===== config.mk =====
export PLATFORM = sky130hd
export DESIGN_NAME = sdram_rr_arb
export DESIGN_NICKNAME = d
export VERILOG_FILES = /design/src/rtl/sdram_pkg.sv /design/src/rtl/sdram_rr_arb_rr_pick.sv /design/src/rtl/sdram_rr_arb.sv
export SDC_FILE = /design/constraint.sdc
export NUM_CORES = 1
export LEC_CHECK = 0
export ABC_CLOCK_PERIOD_IN_PS = 5460
export CAP_MARGIN = 40
export CORE_AREA = 4 4 151 153
export CTS_BUF_LIST = sky130_fd_sc_hd__clkbuf_8
export DETAILED_ROUTE_END_ITERATION = 8
export DIE_AREA = 0 0 155 157
export SLEW_MARGIN = 40
export SYNTH_ARGS = -nofsm -noshare
export SYNTH_HDL_FRONTEND = slang
export SYNTH_SLANG_ARGS = --single-unit

===== constraint.sdc =====
create_clock -name clk -period 5.46 [get_ports clk]
set_input_delay 1.092 -clock clk [delete_from_list [all_inputs] [get_ports clk]]
set_output_delay 1.092 -clock clk [all_outputs]
set_load 0.005 [all_outputs]

===== src/rtl/sdram_pkg.sv =====
// sdram_pkg: shared state encoding and default widths for the SDRAM front end
package sdram_pkg;
    typedef enum logic [1:0] {IDLE, ISSUE, BUSY} arb_state_t;
    localparam int SDRAM_AW = 24;
    localparam int SDRAM_DW = 32;
    localparam int SDRAM_MW = SDRAM_DW / 8;
endpackage


===== src/rtl/sdram_rr_arb_rr_pick.sv =====
// rr_pick: round-robin picker, first active request at or after ptr, wrapping
module rr_pick #(
    parameter int N  = 4,
    parameter int IW = $clog2(N)
) (
    input  logic [N-1:0]  req,
    input  logic [IW-1:0] ptr,
    output logic          valid,
    output logic [IW-1:0] index
);
    // scan from the farthest offset down so the nearest active port to ptr wins
    always_comb begin
        valid = |req;
        index = '0;
        for (int k = N - 1; k >= 0; k--) begin
            if (req[(int'(ptr) + k) % N])
                index = IW'((int'(ptr) + k) % N);
        end
    end
endmodule


===== src/rtl/sdram_rr_arb.sv =====
// sdram_rr_arb: round-robin arbiter owning the single SDRAM controller command port
module sdram_rr_arb
    import sdram_pkg::*;
#(
    parameter int N       = 4,
    parameter int AW      = SDRAM_AW,
    parameter int DW      = SDRAM_DW,
    parameter int MW      = DW / 8,
    parameter int TIMEOUT = 1023
) (
    input  logic                 clk,
    input  logic                 rst_n,
    input  logic [N-1:0]         req_rd,
    input  logic [N*MW-1:0]      req_wr,
    input  logic [N*AW-1:0]      req_addr,
    input  logic [N*DW-1:0]      req_wdata,
    output logic [N-1:0]         req_rdy,
    output logic [N-1:0]         req_rvalid,
    output logic [N-1:0]         req_wvalid,
    output logic [N-1:0]         req_error,
    output logic [DW-1:0]        req_rdata,
    output logic                 ctrl_rd,
    output logic [MW-1:0]        ctrl_wr,
    output logic [AW-1:0]        ctrl_addr,
    output logic [DW-1:0]        ctrl_wdata,
    input  logic                 ctrl_rdy,
    input  logic                 ctrl_rvalid,
    input  logic                 ctrl_wvalid,
    input  logic                 ctrl_error,
    input  logic [DW-1:0]        ctrl_rdata,
    output logic [$clog2(N)-1:0] owner,
    output logic                 busy,
    output logic                 timeout
);
    localparam int IW = $clog2(N);
    localparam int CW = TIMEOUT > 1 ? $clog2(TIMEOUT) : 1;

    arb_state_t    state;
    logic [IW-1:0] ptr;
    logic [CW-1:0] count;
    logic [N-1:0]  act;
    logic [N-1:0]  onehot;
    logic [IW-1:0] pick_idx;
    logic          pick_valid;
    logic          issue, in_busy, accept, any_done, wd_fire;

    // a port requests when it reads or presents a nonzero byte mask
    always_comb begin
        act = '0;
        for (int i = 0; i < N; i++)
            act[i] = req_rd[i] | (|req_wr[i*MW +: MW]);
    end

    rr_pick #(.N(N), .IW(IW)) u_pick (
        .req   (act),
        .ptr   (ptr),
        .valid (pick_valid),
        .index (pick_idx)
    );

    assign issue    = state == ISSUE;
    assign in_busy  = state == BUSY;
    assign onehot   = N'(1) << owner;
    assign accept   = issue & ctrl_rdy & act[owner];
    assign any_done = ctrl_rvalid | ctrl_wvalid | ctrl_error;
    assign wd_fire  = (TIMEOUT != 0) && in_busy && !any_done && count == CW'(TIMEOUT - 1);

    assign busy       = state != IDLE;
    assign timeout    = wd_fire;
    assign req_rdy    = accept ? onehot : '0;
    assign req_rvalid = (in_busy & ctrl_rvalid) ? onehot : '0;
    assign req_wvalid = (in_busy & ctrl_wvalid) ? onehot : '0;
    assign req_error  = ((in_busy & ctrl_error) | wd_fire) ? onehot : '0;
    assign req_rdata  = (in_busy & ctrl_rvalid) ? ctrl_rdata : '0;

    assign ctrl_rd    = issue & req_rd[owner];
    assign ctrl_wr    = issue ? req_wr[int'(owner)*MW +: MW] : '0;
    assign ctrl_addr  = issue ? req_addr[int'(owner)*AW +: AW] : '0;
    assign ctrl_wdata = issue ? req_wdata[int'(owner)*DW +: DW] : '0;

    // grant, accept and completion sequencing with the watchdog; owner keeps its value in IDLE
    always_ff @(posedge clk or negedge rst_n) begin
        if (!rst_n) begin
            state <= IDLE;
            ptr   <= '0;
            owner <= '0;
            count <= '0;
        end else begin
            case (state)
                IDLE: begin
                    if (pick_valid) begin
                        owner <= pick_idx;
                        state <= ISSUE;
                    end
                end
                ISSUE: begin
                    if (!act[owner]) begin
                        state <= IDLE;
                    end else if (ctrl_rdy) begin
                        state <= BUSY;
                        count <= '0;
                    end
                end
                BUSY: begin
                    if (any_done || wd_fire) begin
                        ptr   <= owner == IW'(N - 1) ? '0 : owner + 1'b1;
                        state <= IDLE;
                    end else begin
                        count <= count + 1'b1;
                    end
                end
                default: state <= IDLE;
            endcase
        end
    end
endmodule

==> parameters.txt, run 1 <==
Parameter                              Value

Timing
  Final sum of negative setup slack ... 0 ns
  Count of final hold-check violations ... 0
  Worst-Margin Slew ... roughly 0.67 ns
  Final Setup Violations ... 0
  RSZ-0062 raised after global routing ... false
  Final Worst Setup Slack ... 0.7876 ns
  Max-Slew Margin vs Limit ... 0.5553
  Fmax ... 214.0 MHz
  Final Max Tran Viols ... 0
  Tmin final ... 4.672 ns
  Final clock period utilization by the worst path ... 0.8557
  Clock Skew ... between 0.0009 and 0.001 ns

Clock network
  Number of cells upsized or downsized after cts ... 0
  Clock-pin slew on the worst setup and hold paths ... 0.07 ns
  Number of clock sinks seen by CTS ... 16
  Number of buffers added by the clock tree synthesis step ... 3
  CTS tree ... built
  Buffer cell driving the clock tree root ... sky130_fd_sc_hd__clkbuf_8
  Clk Latency, worst-skew pair ... 0.25 ns
  Post-CTS Setup Bufs ... 0
  Buffer levels on the longest clock path ... 2
  Total number of H-tree levels ... 1
  Hold_buf cts ... 0

Setup path
  Capture instance of the worst register-to-register path ... ptr[0]
  Worst flop-to-flop path startpoint ... owner[1]
  Type of element capturing the critical path ... output port
  Worst path cell trace ... clkdlybuf4s50_1 > or4_1 > nor3_1 > a21oi_1 > a22o_1 > and2_1 > clkdlybuf4s50_1
  CP Data Required Time ... 4.37 ns
  Slowest cell on the critical path ... sky130_fd_sc_hd__or4_1
  Critical Path Max Stage Delay ... about 0.62 ns
  Source of the critical timing path ... req_wr[4]
  FF-to-FF path depth ... 3
  Critical path class ... primary input to output port
  Maximum fanout count along the critical path ... 15
  Reg2reg setup slack ... around 3.5 ns
  Critical path launch point type ... primary input
  Buffering stage count on the worst path with inverters included ... 2
  CP dominant cell by count ... sky130_fd_sc_hd__clkdlybuf4s50_1
  Category of cells accounting for the largest share of critical-path delay ... simple AND/OR/NAND/NOR gates
  CP Data Arrival Time ... approximately 3.6 ns

Pwr
  Peak supply drop ... 0.1625 mV
  Power share of the clock group ... 0.045
  Net Sw Frac ... 0.3850
  Share of power burned in combinational logic ... 0.857
  Power density relative to cell area ... 311.0 nW/um2
  Power share of the sequential group ... 0.097
  Internal power contribution ... 1.451 mW
  Leakage power of the design ... 2.769 nW
  Switching pwr ... 0.9082 mW

Floorplan
  Full die area ... 24,340 um2
  Chip Height ... 157 um
  Chip Width ... ~160 um
  Ports placed on the boundary ... 395
  Starting density of the core ... 0.1542
  Core Rows ... between 50 and 60
  Core area ... 21,550 um2

Global route
  First-pass GRT wire length ... 26,540 um
  Largest net degree at the start of global routing ... 52
  Total Routing Usage GR ... 0.1411
  Congestion Overflow GR ... 0
  Via count of the first global-routing pass ... around 4,400
  Initial antenna violation count ... 0

Synth
  Average footprint of a synthesized cell ... 10.35 um2
  Cell with the most instances after synthesis ... sky130_fd_sc_hd__nor2b_1
  Post-synthesis async set-or-reset flop share ... 1.000
  Nets in the synthesized netlist ... ~610
  Yosys synthesis warning count ... 0
  Post-synth design cell area ... 3323 um2
  Proportion of synthesized chip area in sequential cells ... 0.1205
  Gate count of the mapped netlist ... 321
  Register bit total from synthesis ... 16
  Most frequently used flop master after synthesis ... sky130_fd_sc_hd__dfrtp_1
  Largest cells by area after synthesis ... sky130_fd_sc_hd__mux4_2, sky130_fd_sc_hd__dfrtp_1, sky130_fd_sc_hd__nor2b_1
  Most frequent cells after synthesis ... sky130_fd_sc_hd__nor2b_1, sky130_fd_sc_hd__mux4_2, sky130_fd_sc_hd__and3_1
  Yosys cell types ... 47
  Number of enable-type register cells in the synthesized netlist ... 0
  Leading area contributor after synthesis ... sky130_fd_sc_hd__mux4_2
  Top cell type's share of synthesized area ... 0.4066

Final layout
  Finished Core Util ... 0.3519
  Non-filler instance count after layout ... 973
  Syn-to-layout area delta ... 128.2%
  Final-stage net count ... 982
  Sequential Area ... about 410 um2
  Final antenna diode count ... 0
  Fillcell total ... 2,201
  Fraction of final layout cells sized beyond drive strength 1 ... 0.1284
  Area occupied by multi-input gates ... 2769 um2

Place
  Post-Place Cells ... 969
  HPWL after detailed placement ... 16,310 um
  Routability-driven placement congestion ratio ... 0.7611
  Count of buffers from port buffering ... 394
  Worst-case setup slack after placement ... 0.7667 ns

Detailed routing
  Vias per std cell ... between 4 and 5
  Wire length per cell ... 19.58 um
  1st-pass router iterations ... 4
  DRC ... 0
  Vias after detailed routing ... between 4,000 and 5,000
  Iter 0 DRT Violations ... a little under 200
  Number of nets with antenna violations after detailed routing ... 0
  Post-detailed-routing wire length ... 19,050 um

Status
  Result of the run ... completed

Min path
  Worst hold path type ... flip-flop to flip-flop
  Hold Path Stages ... 2
  Hold_sp ... count[9]
  Hold Path Sink ... count[9]

Job
  Number of max-capacitance violations reported ... 0
-- metal layers --
metal  global-route usage  vias to the layer above  wire length [um]
met5                    0                        -                 0
met2               0.2555                      220              9784
met4              0.02061                        0               147
met1               0.1777                     2008              7563
li1                     -                     1979                 -
met3              0.02805                        8              1555
-- logic make-up (layout without fill, tap and decap cells) --
kind of cell / Yosys count / in the layout / share of synthesized area
and+or+nand+nor: 171 / 171 / 0.3200
muxes: 63 / 63 / 0.4209
AOI/OAI and AO/OA: 20 / 20 / 0.04707
buffers and inverters: 37 / 409 / 0.04782
xor gates and xnor gates: 8 / 8 / 0.02109
adders and majority gates: 6 / 6 / 0.02259
DFF: 16 / 16 / 0.1205
-- power groups by stage --
stage	logic (mW)	clock network (mW)	registers, mW
2_1_floorplan	1.06	0	0.173
3_3_place_gp	2.06	0	0.234
3_5_place_dp	2.07	0	0.234
4_1_cts	2.07	0.109	0.233
5_1_grt	2.18	0.116	0.242
6_report	2.02	0.107	0.229
-- worst min-delay path: stages (launching register included) --
cell and delay, ns:
sky130_fd_sc_hd__dfrtp_1 0.35, sky130_fd_sc_hd__xnor2_1 0.07, sky130_fd_sc_hd__nor2_1 0.07
-- placed cells by master (no fill, tap or decap), types with 3 or more instances in the layout --
| master | netlist | routed |
|---|---|---|
| sky130_fd_sc_hd__dfrtp_1 | 16 | 14 |
| sky130_fd_sc_hd__buf_4 | 0 | 6 |
| sky130_fd_sc_hd__nor4_1 | 3 | 3 |
| sky130_fd_sc_hd__and3_1 | 40 | 40 |
| sky130_fd_sc_hd__inv_1 | 5 | 5 |
| sky130_fd_sc_hd__nand2_1 | 8 | 8 |
| sky130_fd_sc_hd__and2_1 | 9 | 9 |
| sky130_fd_sc_hd__nor2_1 | 16 | 16 |
| sky130_fd_sc_hd__ha_1 | 6 | 6 |
| sky130_fd_sc_hd__nor3_1 | 7 | 7 |
| sky130_fd_sc_hd__nor2b_1 | 62 | 61 |
| sky130_fd_sc_hd__or4_4 | 3 | 3 |
| sky130_fd_sc_hd__xnor2_1 | 8 | 8 |
| sky130_fd_sc_hd__o21ai_0 | 4 | 4 |
| sky130_fd_sc_hd__nand3_1 | 4 | 4 |
| sky130_fd_sc_hd__a21oi_1 | 3 | 3 |
| sky130_fd_sc_hd__a22o_1 | 3 | 3 |
| sky130_fd_sc_hd__mux4_2 | 60 | 60 |
| sky130_fd_sc_hd__clkdlybuf4s50_1 | 0 | 393 |
| sky130_fd_sc_hd__clkbuf_8 | 0 | 4 |
-- how the worst max path moves through the flow --
stage,endpoint,slack [ns],cells past startpoint
after global placement,req_rdy[3],0.79,7
final,req_rdy[3],0.79,7
after floorplan,req_rdy[0],2.09,5
after detailed placement,req_rdy[3],0.77,7
after CTS,req_rdy[3],0.76,7
after global routing,req_rdy[3],0.64,7
-- stage by stage --
| stage | cell area [um2] | hold slack (ns) | power (mW) |
|---|---|---|---|
| after floorplan | 3323 | 0.5025 | 1.233 |
| after detailed placement | 7535 | 0.5251 | 2.300 |
| after CTS | 7590 | 0.5444 | 2.417 |
| after global routing | 7585 | 0.5683 | 2.542 |
| after global placement | 7532 | 0.5226 | 2.292 |
| final | 7585 | 0.5367 | 2.359 |
-- sequential cells by signal (all words and copies together), names as in the netlist --
signal and count:
count 10, owner 2, ptr 2, state 2
-- cell type report --
| cell class | count | area share |
|---|---|---|
| repair buffers | 400 | 0.5252 |
| multi-input cells | 268 | 0.3651 |
| flip-flops and latches | 16 | 0.05378 |
| well taps | 280 | 0.04619 |
| clock buffers | 4 | 0.007258 |
| inverters | 5 | 0.002474 |
(Power assumes the default switching activity.)
==> run 2: changes to the inputs <==
- CORE_AREA: 4 4 151 153 -> 2 2 154 156
- DIE_AREA: 0 0 155 157 -> 0 0 156 158
==> run 2 against run 1 <==
  * Power down 0.67%
  * Sequential power up 14%
  * Clock-buffer cell count down 1
  * Sequential cell count unchanged
  * Via count down 0.81%
  * Non-clock buffer count down 2
  * Critical path depth unchanged
  * Sequential share of layout area about the same
  * Critical endpoint unchanged
  * Largest cell class unchanged
  * Largest power group unchanged
==> parameters.txt, run 2 (synthesis results as in run 1) <==
Parameter                              Value

Status
  Result of the run ... completed

Floorplan
  Full die area ... 24,650 um2 (+1.3%)
  Core Rows ... 56 (+3.7%)
  Starting density of the core ... 0.1442 (-0.01003)
  Chip Height ... 158 um (+0.64%)
  Chip Width ... 156 um (+0.65%)
  Ports placed on the boundary ... 395 (unchanged)
  Core area ... 23,050 um2 (+7.0%)

Pwr
  Leakage power of the design ... 2.763 nW (-0.20%)
  Power density relative to cell area ... 308.6 nW/um2 (-0.78%)
  Peak supply drop ... 0.2157 mV (+33%)

Place
  HPWL after detailed placement ... 15,750 um (-3.4%)
  Count of buffers from port buffering ... 394 (unchanged)
  Routability-driven placement congestion ratio ... 0.8024 (+5.4%)
  Post-Place Cells ... 977 (+0.83%)

Global route
  Via count of the first global-routing pass ... 4,173 (-6.0%)
  Largest net degree at the start of global routing ... 55 (+5.8%)
  Total Routing Usage GR ... 0.1354 (-0.005683)
  First-pass GRT wire length ... 25,520 um (-3.8%)
  Congestion Overflow GR ... 0 (unchanged)
  Initial antenna violation count ... 0 (unchanged)

Clock network
  Buffer levels on the longest clock path ... 2 (unchanged)
  Number of buffers added by the clock tree synthesis step ... 3 (unchanged)
  Clk Latency, worst-skew pair ... 0.25 ns (about the same)
  Number of clock sinks seen by CTS ... 16 (unchanged)
  Post-CTS Setup Bufs ... 0 (unchanged)
  Number of cells upsized or downsized after cts ... 0 (unchanged)
  Hold_buf cts ... 0 (unchanged)
  CTS tree ... built
  Buffer cell driving the clock tree root ... sky130_fd_sc_hd__clkbuf_8
  Clock-pin slew on the worst setup and hold paths ... 0.07 ns (about the same)
  Total number of H-tree levels ... 1 (unchanged)

Detailed routing
  1st-pass router iterations ... 4 (unchanged)
  Iter 0 DRT Violations ... 201 (+4.1%)
  Post-detailed-routing wire length ... 18,370 um (-3.6%)
  DRC ... 0 (unchanged)
  Vias after detailed routing ... 4,181 (-0.81%)
  Number of nets with antenna violations after detailed routing ... 0 (unchanged)
  Vias per std cell ... 4.262 (-1.6%)
  Wire length per cell ... 18.72 um (-4.4%)

Setup path
  Type of element capturing the critical path ... output port
  CP Data Arrival Time ... 3.60 ns (+0.02 ns)
  Maximum fanout count along the critical path ... 15 (unchanged)
  Reg2reg setup slack ... 3.37 ns (-0.17 ns)
  Category of cells accounting for the largest share of critical-path delay ... simple AND/OR/NAND/NOR gates
  CP Data Required Time ... 4.37 ns (about the same)
  Slowest cell on the critical path ... sky130_fd_sc_hd__or4_4
  Buffering stage count on the worst path with inverters included ... 2 (unchanged)
  Critical path class ... primary input to output port
  Critical path launch point type ... primary input
  CP dominant cell by count ... sky130_fd_sc_hd__clkdlybuf4s50_1
  Worst path cell trace ... clkdlybuf4s50_1 > or4_4 > nor3_1 > a21oi_1 > a22o_1 > and2_1 > clkdlybuf4s50_1
  Critical Path Max Stage Delay ... 0.60 ns (-0.02 ns)

Job
  Number of max-capacitance violations reported ... 0 (unchanged)

Timing
  Max-Slew Margin vs Limit ... 0.4970 (-0.05828)
  Worst-Margin Slew ... 0.7529 ns (+0.08582 ns)
  RSZ-0062 raised after global routing ... false
  Final Max Tran Viols ... 0 (unchanged)
  Final Setup Violations ... 0 (unchanged)
  Final sum of negative setup slack ... 0 ns (unchanged)
  Final clock period utilization by the worst path ... 0.8597 (+0.003902)
  Tmin final ... 4.694 ns (+0.02131 ns)
  Clock Skew ... 0.002646 ns (+0.001649 ns)
  Count of final hold-check violations ... 0 (unchanged)
  Fmax ... 213.1 MHz (-0.45%)

Final layout
  Syn-to-layout area delta ... 128.5%
  Finished Core Util ... 0.3294 (-0.02250)
  Final-stage net count ... 980 (-0.20%)
  Non-filler instance count after layout ... 981 (+0.82%)
  Most common cell after layout, fill and taps aside ... sky130_fd_sc_hd__clkdlybuf4s50_1
  Number of flip-flops in the largest register ... 10 (unchanged)
  Fillcell total ... 2,370 (+7.7%)
  Final antenna diode count ... 0 (unchanged)
  Largest reg by FF count ... count
  Most frequent cells in the layout ... sky130_fd_sc_hd__clkdlybuf4s50_1, sky130_fd_sc_hd__nor2b_1, sky130_fd_sc_hd__mux4_2
  Fraction of final layout cells sized beyond drive strength 1 ... 0.1245 (-0.003970)

Min path
  Worst hold path type ... flip-flop to flip-flop
==> run 2: cell types whose count changed in the layout (fill, tap and decap cells not counted), sizes merged <==
cell and change:
buf -2, clkbuf -1, inv +1
==> run 2: power by group <==
part / internal [mW] / switching (mW) / total, mW
clock network: 0.0499 / 0.0434 / 0.0933
logic: 1.24 / 0.745 / 1.99
registers: 0.149 / 0.113 / 0.262
total: 1.44 / 0.902 / 2.34
==> run 2: worst reg2reg max path: cells and delay by family, from the launching register on <==
kind / cells / cell delay, ns
compound gates: 2 / 0.82
buf+inv: 1 / 0.30
flops: 1 / 0.62
simple gates: 2 / 0.21
==> run 2: worst paths after layout <==
path,start,to,cells after the start
max in group asynchronous,rst_n,owner[0],1
min reg2reg,count[7],count[7],2
min in group asynchronous,rst_n,count[9],1
max,req_wr[12],req_rdy[3],7
min,count[7],count[7],2
max reg2reg,owner[0],count[9],5
==> run 2: routing by layer <==
metal / vias to the layer above / GRT usage / share of wire / wire [um]
met5: - / 0 / 0 / 0
met4: 0 / 0.01660 / 0.0062 / 114
met3: 8 / 0.02765 / 0.086 / 1572
met2: 228 / 0.2415 / 0.51 / 9395
met1: 1970 / 0.1736 / 0.40 / 7284
li1: 1975 / - / - / -
==> run 2: layout make-up <==
type                            instances  area [um2]  share of cell area
Timing Repair Buffer                  398        3985              0.5248
Inverter                                5       18.77            0.002472
Sequential cell                        16       407.9             0.05372
Clock buffer                            3       41.29            0.005437
Clock inverter                          1       3.754           0.0004943
Tap cell                              290       362.8             0.04778
Multi-Input combinational cell        268        2774              0.3653
==> run 2: through the flow <==
| step | power, mW | worst slack [ns] | cell area [um2] | hold WS [ns] |
|---|---|---|---|---|
| after floorplan | 1.233 | 2.094 | 3323 | 0.5025 |
| after global placement | 2.286 | 0.7208 | 7525 | 0.5287 |
| after detailed placement | 2.293 | 0.7116 | 7553 | 0.5425 |
| after CTS | 2.396 | 0.7116 | 7599 | 0.5587 |
| after global routing | 2.532 | 0.6026 | 7594 | 0.5712 |
| final | 2.343 | 0.7663 | 7594 | 0.5451 |
==> run 3: changes to the inputs <==
- CELL_PAD_IN_SITES_DETAIL_PLACEMENT: default -> 1
- CELL_PAD_IN_SITES_GLOBAL_PLACEMENT: default -> 1
- CORE_AREA: 2 2 154 156 -> default
- CORE_ASPECT_RATIO: default -> 0.5
- CORE_MARGIN: default -> 2
- CORE_UTILIZATION: default -> 19
- DIE_AREA: 0 0 156 158 -> default
- PLACE_DENSITY_LB_ADDON: default -> 0.1
==> run 3 against run 2 <==
  * Combinational power is 3% lower
  * Global-route usage is 4.9 points higher
  * Sequential cell count stayed put
  * Final cell count is 5.6% lower
  * Clock skew hardly changed
  * Critical path type unchanged
  * Largest cell class unchanged
==> parameters.txt, run 3 (synthesis results as in run 1) <==
Parameter                              Value

Final layout
  Finished Core Util ... 0.4365 (+0.1070)
  Fraction of final layout cells sized beyond drive strength 1 ... 0.1272 (+0.002710)
  Most common cell after layout, fill and taps aside ... sky130_fd_sc_hd__clkdlybuf4s50_1
  Final antenna diode count ... 0 (unchanged)
  Largest reg by FF count ... count
  Number of flip-flops in the largest register ... 10 (unchanged)
  Sequential Area ... 407.9 um2 (unchanged)
  Fillcell total ... 1,930 (-19%)
  Most frequent cells in the layout ... sky130_fd_sc_hd__clkdlybuf4s50_1, sky130_fd_sc_hd__nor2b_1, sky130_fd_sc_hd__mux4_2
  Syn-to-layout area delta ... 126.3%
  Final non-filler cell area ... 7520 um2 (-0.97%)
  Final-stage net count ... 981 (+0.10%)
  Non-filler instance count after layout ... 926 (-5.6%)
  Area occupied by multi-input gates ... 2769 um2 (-0.18%)

Timing
  Final Setup Violations ... 0 (unchanged)
  Worst-Margin Slew ... 0.7333 ns (-0.01964 ns)
  Clock Skew ... 0.002261 ns (-0.0003848 ns)
  Count of final hold-check violations ... 0 (unchanged)
  Final clock period utilization by the worst path ... 0.8399 (-0.01980)
  Tmin final ... 4.586 ns (-0.1081 ns)
  Max-Slew Margin vs Limit ... 0.5111 (+0.01416)
  Final Max Tran Viols ... 0 (unchanged)
  Final sum of negative setup slack ... 0 ns (unchanged)
  Fmax ... 218.1 MHz (+2.4%)
  RSZ-0062 raised after global routing ... false

Global route
  Total Routing Usage GR ... 0.1847 (+0.04930)
  Via count of the first global-routing pass ... 4,634 (+11%)
  Largest net degree at the start of global routing ... 64 (+16%)
  Initial antenna violation count ... 0 (unchanged)
  Congestion Overflow GR ... 0 (unchanged)
  First-pass GRT wire length ... 26,720 um (+4.7%)

Floorplan
  Ports placed on the boundary ... 395 (unchanged)
  Full die area ... 18,630 um2 (-24%)
  Core area ... 17,230 um2 (-25%)
  Starting density of the core ... 0.1929 (+0.04872)
  Core Rows ... 34 (-39%)
  Chip Height ... 97.52 um (-38%)
  Chip Width ... 191.0 um (+22%)

Clock network
  Number of clock sinks seen by CTS ... 16 (unchanged)
  Clk Latency, worst-skew pair ... 0.25 ns (about the same)
  Number of buffers added by the clock tree synthesis step ... 3 (unchanged)
  Buffer levels on the longest clock path ... 2 (unchanged)
  Post-CTS Setup Bufs ... 0 (unchanged)
  Buffer cell driving the clock tree root ... sky130_fd_sc_hd__clkbuf_8
  Number of cells upsized or downsized after cts ... 0 (unchanged)
  Clock-pin slew on the worst setup and hold paths ... 0.07 ns (about the same)
  Hold_buf cts ... 0 (unchanged)
  CTS tree ... built
  Total number of H-tree levels ... 1 (unchanged)

Pwr
  Peak supply drop ... 0.2383 mV (+10%)
  Power density relative to cell area ... 308.3 nW/um2 (about the same)
  Leakage power of the design ... 2.764 nW (about the same)

Place
  Count of buffers from port buffering ... 394 (unchanged)
  Routability-driven placement congestion ratio ... 0.8303 (+3.5%)
  HPWL after detailed placement ... 15,240 um (-3.3%)
  Post-Place Cells ... 922 (-5.6%)
  Standard cell area after detailed placement ... 7467 um2 (-1.1%)

Setup path
  Critical path class ... primary input to output port
  Critical path launch point type ... primary input
  CP dominant cell by count ... sky130_fd_sc_hd__clkdlybuf4s50_1
  Category of cells accounting for the largest share of critical-path delay ... simple AND/OR/NAND/NOR gates
  Buffering stage count on the worst path with inverters included ... 2 (unchanged)
  CP Data Required Time ... 4.37 ns (about the same)
  Slowest cell on the critical path ... sky130_fd_sc_hd__or4_4
  Maximum fanout count along the critical path ... 15 (unchanged)
  Critical Path Max Stage Delay ... 0.59 ns (about the same)
  Worst path cell trace ... clkdlybuf4s50_1 > or4_4 > nor2_4 > a21oi_1 > a22o_1 > and2_1 > clkdlybuf4s50_1
  CP Data Arrival Time ... 3.49 ns (-0.11 ns)
  Type of element capturing the critical path ... output port

Detailed routing
  Vias per std cell ... 4.623 (+8.5%)
  Post-detailed-routing wire length ... 18,030 um (-1.8%)
  1st-pass router iterations ... 4 (unchanged)
  DRC ... 0 (unchanged)
  Number of nets with antenna violations after detailed routing ... 0 (unchanged)
  Iter 0 DRT Violations ... 124 (-38%)
  Wire length per cell ... 19.47 um (+4.0%)
  Vias after detailed routing ... 4,281 (+2.4%)

Min path
  Worst hold path type ... flip-flop to flip-flop

Status
  Result of the run ... completed

Job
  Number of max-capacitance violations reported ... 0 (unchanged)
==> run 3: changes by cell type in the layout (fill, tap and decap cells not counted), sizes merged <==
| cell | change |
|---|---|
| buf | +1 |
| clkbuf | +1 |
| inv | -1 |
==> run 3: layer usage <==
layer | up-vias | routed length [um] | global-route usage
met3 | 11 | 1363 | 0.04117
met1 | 2123 | 6830 | 0.2085
li1 | 1977 | - | -
met5 | - | 0 | 0
met2 | 170 | 9690 | 0.3593
met4 | 0 | 147 | 0.02445
==> run 3: metrics by stage <==
stage / total power, mW / setup WS, ns / hold slack [ns]
after floorplan: 1.233 / 2.094 / 0.5025
after global placement: 2.247 / 0.8661 / 0.5225
after detailed placement: 2.245 / 0.8686 / 0.5395
after CTS: 2.366 / 0.8705 / 0.5544
after global routing: 2.499 / 0.7601 / 0.5805
final: 2.318 / 0.8744 / 0.5475
==> run 3: worst paths after layout <==
path	startpoint	to	slack [ns]	depth (start not counted)
max	req_wr[8]	req_rdy[1]	0.87	7
min	count[7]	count[7]	0.55	2
max reg2reg	owner[0]	state[1]	3.27	5
min reg2reg	count[7]	count[7]	0.55	2
max in group asynchronous	rst_n	owner[0]	4.40	1
min in group asynchronous	rst_n	count[5]	0.75	1
==> run 3: power by group <==
part	internal [mW]	switching [mW]
Clock	0.0641	0.0452
Combinational	1.23	0.698
Sequential	0.149	0.131
==> run 3: tightest hold or removal path: stages (launching register included) <==
cell                      delay, ns
sky130_fd_sc_hd__dfrtp_1       0.36
sky130_fd_sc_hd__xnor2_1       0.08
sky130_fd_sc_hd__nor2_1        0.08
==> run 3: area by class of cell <==
type	count	area share
clock buffer	4	0.007321
inverter	5	0.002496
multi-input combinational	268	0.3682
sequential	16	0.05424
tap	234	0.03894
timing repair buffer	399	0.5288
